**src/rtl/vga_draw_pkg.sv**
```systemverilog
// vga_draw_pkg: shared screen geometry, port widths and layer-scheduler state encoding
package vga_draw_pkg;
  localparam int SCREEN_W = 320;
  localparam int SCREEN_H = 240;
  localparam int X_W = 9;
  localparam int Y_W = 8;
  localparam int C_W = 3;
  localparam int LAYER_BG = 0;
  typedef enum logic [1:0] {S_IDLE, S_START, S_RUN, S_NEXT} sched_state_t;
  function automatic int layer_cursor(input int num_spr);
    return num_spr + 1;
  endfunction
endpackage

```
**src/rtl/layer_next_sel.sv**
```systemverilog
// layer_next_sel: lowest set mask bit, either anywhere (first) or strictly above idx
module layer_next_sel #(
  parameter int L = 6
) (
  input  logic [L-1:0] mask,
  input  logic [3:0]   idx,
  input  logic         first,
  output logic [3:0]   nxt,
  output logic         found
);
  always_comb begin
    nxt = '0;
    found = 1'b0;
    for (int k = L - 1; k >= 0; k--)
      if (mask[k] && (first || 4'(k) > idx)) begin
        nxt = 4'(k);
        found = 1'b1;
      end
  end
endmodule

```
**src/rtl/vga_layer_scheduler.sv**
```systemverilog
// vga_layer_scheduler: per-frame layer sequencer and exclusive write-port arbiter for the VGA adapter
module vga_layer_scheduler
  import vga_draw_pkg::*;
#(
  parameter int NUM_SPR  = 4,
  parameter int WATCHDOG = 100000
) (
  input  logic                        clk,
  input  logic                        iResetn,
  input  logic                        V_SYNC,
  input  logic [NUM_SPR+1:0]          iLayerEn,
  output logic [NUM_SPR+1:0]          oGo,
  input  logic [NUM_SPR+1:0]          iDone,
  input  logic [X_W*(NUM_SPR+2)-1:0]  iX,
  input  logic [Y_W*(NUM_SPR+2)-1:0]  iY,
  input  logic [C_W*(NUM_SPR+2)-1:0]  iColor,
  input  logic [NUM_SPR+1:0]          iWe,
  output logic [X_W-1:0]              x,
  output logic [Y_W-1:0]              y,
  output logic [C_W-1:0]              color,
  output logic                        writeEn,
  output logic [3:0]                  oLayer,
  output logic                        oBusy,
  output logic                        oFrameOverrun,
  output logic                        oTimeout
);
  localparam int L = layer_cursor(NUM_SPR) + 1;
  localparam logic [16:0] WD_LAST = 17'(WATCHDOG - 1);
  sched_state_t state, state_nxt;
  logic vs_prev, frame_edge, wd_hit, done_sel, we_sel, found;
  logic [L-1:0] mask, sel_vec;
  logic [3:0] idx, nxt;
  logic [16:0] wd;
  assign frame_edge = vs_prev & ~V_SYNC;
  assign wd_hit = wd == WD_LAST;
  assign sel_vec = L'(1) << idx;
  assign done_sel = |(iDone & sel_vec);
  assign we_sel = |(iWe & sel_vec);
  assign oGo = (state == S_START) ? sel_vec : '0;
  assign oLayer = (state == S_IDLE) ? 4'd0 : idx;
  assign oBusy = state != S_IDLE;
  // A frame edge re-latches from the live enables; otherwise walk the latched mask upward
  layer_next_sel #(.L(L)) u_sel (
    .mask (frame_edge ? iLayerEn : mask),
    .idx  (idx),
    .first(frame_edge),
    .nxt  (nxt),
    .found(found)
  );
  always_comb begin
    state_nxt = state;
    if (frame_edge) state_nxt = found ? S_START : S_IDLE;
    else
      case (state)
        S_START: state_nxt = S_RUN;
        S_RUN:   state_nxt = (done_sel || wd_hit) ? S_NEXT : S_RUN;
        S_NEXT:  state_nxt = found ? S_START : S_IDLE;
        default: state_nxt = state;
      endcase
  end
  always_ff @(posedge clk or negedge iResetn)
    if (!iResetn) begin
      state <= S_IDLE;
      vs_prev <= 1'b1;
      mask <= '0;
      idx <= '0;
      wd <= '0;
      x <= '0;
      y <= '0;
      color <= '0;
      writeEn <= 1'b0;
      oFrameOverrun <= 1'b0;
      oTimeout <= 1'b0;
    end else begin
      state <= state_nxt;
      vs_prev <= V_SYNC;
      if (frame_edge) mask <= iLayerEn;
      if ((frame_edge || state == S_NEXT) && found) idx <= nxt;
      wd <= (state == S_START) ? '0 : (state == S_RUN && !(&wd)) ? wd + 1'b1 : wd;
      writeEn <= state == S_RUN && we_sel;
      if (state == S_RUN) begin
        x <= X_W'(iX >> (X_W * idx));
        y <= Y_W'(iY >> (Y_W * idx));
        color <= C_W'(iColor >> (C_W * idx));
      end
      oFrameOverrun <= frame_edge && state != S_IDLE;
      oTimeout <= state == S_RUN && wd_hit && !frame_edge;
    end
endmodule

```
**config.mk**
```make
export PLATFORM = sky130hd
export DESIGN_NAME = vga_layer_scheduler
export DESIGN_NICKNAME = d
export VERILOG_FILES = /design/src/rtl/vga_draw_pkg.sv /design/src/rtl/layer_next_sel.sv /design/src/rtl/vga_layer_scheduler.sv
export SDC_FILE = /design/constraint.sdc
export NUM_CORES = 1
export LEC_CHECK = 0
export ABC_AREA = 0
export CORE_MARGIN = 5
export CORE_UTILIZATION = 44
export DETAILED_ROUTE_END_ITERATION = 10
export GPL_TIMING_DRIVEN = 0
export PLACE_DENSITY = 0.84
export SYNTH_ARGS = -nofsm -noshare
export SYNTH_HDL_FRONTEND = slang
export SYNTH_SLANG_ARGS = --single-unit
```
**constraint.sdc**
```tcl
create_clock -name clk -period 5.1 [get_ports clk]
set_input_delay 1.02 -clock clk [delete_from_list [all_inputs] [get_ports clk]]
set_output_delay 1.02 -clock clk [all_outputs]
set_load 0.05 [all_outputs]
```
# Yosys cells after proc, flatten, opt, wreduce, memory -nomap -nowiden
# Index checks and enable logic that the tools add are counted.
[word_totals] register_bits=53 output_inout_bits=34
[classes] addsub=1 multipliers=2 n_lt_le_gt_ge=6 eq_ne=4 shifts=4 mux=21 bitwise=4 reduce_logical=29
[ops] cell=">> shifter 54 x 8 -> 9 bit" n=1
[ops] cell=">> shifter 48 x 7 -> 8 bit" n=1
[ops] cell="two-way mux 17 bit" n=2
[ops] cell="two-way mux 3 bit" n=6
[ops] cell=">> shifter 18 x 6 -> 3 bit" n=1
[ops] cell="adder 17 x 1 -> 17 bit, second input constant" n=1
[ops] cell="equality test 17 bit, second input constant" n=1
[ops] cell="AND reduction 17 bit" n=1
[ops] cell="AND 6 bit" n=2
[ops] cell="logical AND 1 bit" n=12
[ops] cell="two-way mux 6 bit" n=2
[ops] cell="OR reduction 6 bit" n=2
[ops] cell="> comparator 1 x 4 -> 1 bit, first input constant" n=2
[ops] cell="> comparator 2 x 4 -> 1 bit, first input constant" n=2
[ops] cell="> comparator 3 x 4 -> 1 bit, first input constant" n=2
[ops] cell="logical OR 1 bit" n=8
[ops] cell="multiplier 4 x 4 -> 8 bit, first input constant" n=1
[ops] cell="two-way mux 1 bit" n=8
[ops] cell="multiplier 2 x 4 -> 6 bit, first input constant" n=1
[ops] cell="one-hot mux 2 bit (3 select lines)" n=1
[ops] cell="<< shifter 1 x 4 -> 6 bit, first input constant" n=1
[ops] cell="equality test 2 bit, second input constant" n=2
[ops] cell="two-way mux 4 bit" n=1
[ops] cell="nonzero test 2 bit" n=2
[ops] cell="other kinds (7)" n=8

# Depth between registers and ports, before layout
[depth] word_depth=13 depth_mapped=10 ltp_nobuf=9

# Cells and area by module
# Synthesis repeated with hierarchy kept, for this count alone.
[unflattened] hier_cells=369 hier_area_um2=3549.7
[modules_own_cells] mod="vga_layer_scheduler" instances=1 cells_per_inst=343 area_per_inst_um2=3385.7 seq_area_each_um2=1327.5
[modules_own_cells] mod="layer_next_sel" instances=1 cells_per_inst=26 area_per_inst_um2=163.9 seq_area_each_um2=0.0

# Worst setup path after synthesis
# Ideal clock, no wire load.
[synth_timing] kind="register to output" from="reg idx[1]" to="out oGo[4]" arrival_time_ns=2.624 required_time_ns=4.080 setup_slack_ns=1.456 path_stages_with_launch=5 cell_sequence="dfrtp_1 buf_1 buf_2 buf_2 nor4b_1"
[synth_between] elab_chain_len=2
[synth_rtl] item="start: declaration" line="vga_layer_scheduler.sv:32" source="logic [3:0] idx, nxt;"
[synth_rtl] item="start signal: assignment" line="vga_layer_scheduler.sv:78" source="if ((frame_edge || state == S_NEXT) && found) idx <= nxt;"
[synth_rtl] item="<< shifter 1 x 4 -> 6 bit" line="vga_layer_scheduler.sv:36" source="assign sel_vec = L'(1) << idx;"
[synth_rtl] item="two-way mux 6 bit" line="vga_layer_scheduler.sv:39" source="assign oGo = (state == S_START) ? sel_vec : '0;"
[synth_rtl] item="end: declaration" line="vga_layer_scheduler.sv:12" source="output logic [NUM_SPR+1:0] oGo,"
# No other way between the ends.

# Worst setup path in the final report
[layout_timing] from="reg idx[1]" to="out oGo[2]"
# The elaborated chain is that of the path after synthesis.

==> results.py <==
metrics = {
    "synthesis": {
        "synth_top_family_by_area": "simple AND/OR/NAND/NOR gates",
        "synth_cells": 362,
        "synth.area.mux_share": 0.1760,
        "ys_ff_latch": 51,
        "synth-simple-area-share": 0.1786,
        "synth_ff_type": "dfrtp_1",
        "synth_edf_count": 0,
        "syn_area_um2": 3447,
        "synthAdderAreaFrac": 0.02178,
        "syn_avg_cell_area_um2": 9.522,
        "ys_types": 53,
        "synth_compound_area_frac": 0.1753,
        "synth-seq-area-share": 0.3706,
        "async_reset_ff_frac": 1.000,
        "syn_nets": 509,
        "synth-xor-area-share": 0.03303,
        "yosysWarnings": 0,
    },
    "run": {
        "maxCapViolations": 0,
    },
    "sta": {
        "finalCritPeriodShare": 0.7748,
        "relSlewSlack": 0.5082,
        "setup_violations": 0,
        "grt_setup_unrepaired": "false",
        "finalClockSkew_ps": 3.397,
        "max_slew.worst_pin.slew_ps": 735.0,
        "setup_tns_ps": 0,
        "hold_violations": 0,
        "timing.fmax_ghz": 0.2531,
        "min_period_ps": 3952,
        "maxSlewViolCount": 0,
    },
    "pwr": {
        "powerDensity_nw_per_um2": 505.8,
        "p_leak_nw": 2.198,
        "ir_drop_v": 0.0004424,
        "finalPower_mw": 2.733,
    },
    "finish": {
        "most-common-layout-cells": "172 x clkdlybuf4s50_1, 58 x nor2_1, 50 x dfrtp_1",
        "finalNetCount": 690,
        "layout-drive-gt1-share": 0.1121,
        "area.growth.synth_to_final_pct": 56.73,
        "fin_area_um2": 5403,
        "diodes": 0,
        "final_common_cell": "clkdlybuf4s50_1",
        "layoutNonFillerInstCount": 646,
    },
    "global_routing": {
        "grt_pass1_wl_um": 19950,
        "grt_antenna_before_repair": 0,
        "grt_pass1_vias": 3736,
        "track_usage": 0.2601,
        "grt_overflow": 0,
        "grt_max_degree": 28,
    },
    "routing": {
        "drt_drc_violations_left": 0,
        "ant_nets": 0,
        "route.vias.total": 3636,
        "firstDrtPassIters": 5,
        "avgRoutedWirePerCell_um": 20.07,
        "post_drt_via_cell_ratio": 5.628,
        "first_iter_violations": 196,
        "totalWireLength_um": 12970,
    },
    "worst_setup_path": {
        "cp.arrival_ps": 2930,
        "worstPathMaxFanout": 10,
        "reg2reg_from": "wd[0]",
        "reg2regPathDepth": 9,
        "regToRegEndpoint": "wd[15]",
        "crit_type": "reg2out",
        "endpoint": "oGo[2]",
        "start_kind": "flop",
        "end_kind": "output pin",
        "crit_start": "idx[1]",
        "reg2reg_slack_ps": 2760,
        "worstPathRequired_ps": 4080,
    },
    "die": {
        "die_x_um": 98.51,
        "die_h_um": 98.51,
        "die_area_um2": 9704,
        "core_area_um2": 7687,
        "start_util": 0.4484,
        "io_pins": 175,
        "row_count": 32,
    },
    "clock_tree": {
        "clock-sinks": 51,
        "cts.clk_slew.worst_paths_ps": 90,
        "cts_resized": 0,
        "ctsHoldBuffers": 0,
        "cts_setup_buffers": 0,
        "clock_latency_ps": 310,
        "htreeDepth": 2,
        "cts_tree": "built",
        "cts_root_buf": "clkbuf_8",
        "cts_buffers": 5,
        "clockBufferDepth": 2,
    },
    "place": {
        "place.gp.congestion": 0.9272,
        "placed_cell_area_um2": 5321,
        "dp.cells": 638,
        "port_buffers": 173,
        "place_hpwl_um": 10440,
    },
    "outcome": {
        "outcome": "finished clean",
    },
    "min_path": {
        "hold_class": "reg2reg",
    },
}
[worst max-delay path, cell delays in order, from the launching register on]
cell	delay [ps]
dfrtp_1	410
buf_1	550
buf_2	370
buf_2	290
and3_1	190
clkdlybuf4s50_1	810
[kinds of logic (layout without fill, tap and decap cells)]
logic type      after synthesis  count (layout)
buf+inv                      34             216
xor+xnor                     13              13
mux                          45              45
fa+ha+maj                     6               6
other cells                   1               1
simple gates                129             129
compound gates               83              83
flops                        51              51
[final cells by class]
class	instances	area, um^2
fill	607	2285
multi-input combinational	277	2019
timing repair buffer	174	1747
sequential	51	1277
tap	102	127.6
buffer	27	123.9
clock buffer	7	76.32
inverter	7	26.28
clock inverter	1	5.005
[routing by layer]
layer / vias to the layer above / wire length, um / GRT usage
li1: 1707 / - / -
met1: 1756 / 4948 / 0.3053
met2: 159 / 6724 / 0.4701
met3: 14 / 1095 / 0.06865
met4: 0 / 198 / 0.06723
met5: - / 0 / 0
[power by group]
| group | total, mW | switching [mW] | internal, mW |
|---|---|---|---|
| Sequential | 0.604 | 0.0771 | 0.527 |
| Clock | 0.230 | 0.133 | 0.0967 |
| Combinational | 1.90 | 1.16 | 0.737 |
[Yosys cell counts, types with 2 or more instances]
library cell | count | area share
or3_1 | 4 | 0.0073
buf_2 | 9 | 0.013
buf_1 | 2 | 0.0022
and4_2 | 2 | 0.0058
ha_1 | 6 | 0.022
a32oi_1 | 2 | 0.0051
xnor2_1 | 5 | 0.013
nand2_1 | 25 | 0.027
and3_1 | 7 | 0.013
nand3_1 | 2 | 0.0029
inv_1 | 7 | 0.0076
dfrtp_1 | 50 | 0.36
o21ai_0 | 6 | 0.0087
clkbuf_1 | 13 | 0.014
mux2_2 | 25 | 0.082
a221oi_1 | 11 | 0.028
o221ai_1 | 6 | 0.015
a222oi_1 | 2 | 0.0058
xor2_1 | 8 | 0.020
nand4_1 | 8 | 0.015
o211ai_1 | 3 | 0.0065
nor2_1 | 58 | 0.063
o21a_1 | 9 | 0.020
a22o_1 | 3 | 0.0076
a21o_1 | 2 | 0.0044
nor2b_1 | 6 | 0.011
mux2i_1 | 10 | 0.029
nor3_1 | 4 | 0.0058
a21oi_1 | 17 | 0.025
buf_4 | 3 | 0.0065
a31oi_1 | 4 | 0.0073
and2_1 | 2 | 0.0036
mux4_2 | 10 | 0.065
a22oi_1 | 9 | 0.020
nand2b_1 | 4 | 0.0073
[metrics by stage]
stage / util / setup slack (ps) / hold WS, ps
after CTS: 0.7028 / 1126 / 485.8
after floorplan: - / 1456 / 446.5
final: 0.7028 / 1148 / 480.5
after global routing: 0.7028 / 1005 / 492.5
after global placement: 0.6903 / 1465 / 460.1
after detailed placement: 0.6922 / 1481 / 463.7
[worst min path at each step]
stage	end	depth (start not counted)	start
floorplan	mask[1]	2	mask[1]
global placement	mask[1]	2	mask[1]
detailed placement	mask[1]	2	mask[1]
CTS	mask[1]	2	mask[1]
global route	color[0]	1	color[0]
finish	y[1]	1	y[1]
[flip-flops by register name (all words and copies together), names as in the netlist]
| name | flops |
|---|---|
| oTimeout | 1 |
| color | 3 |
| mask | 5 |
| idx | 3 |
| wd | 17 |
| y | 8 |
| state | 2 |
| vs_prev | 1 |
| x | 9 |
| oFrameOverrun | 1 |
| writeEn | 1 |
Power figures use the tool's default switching activity.
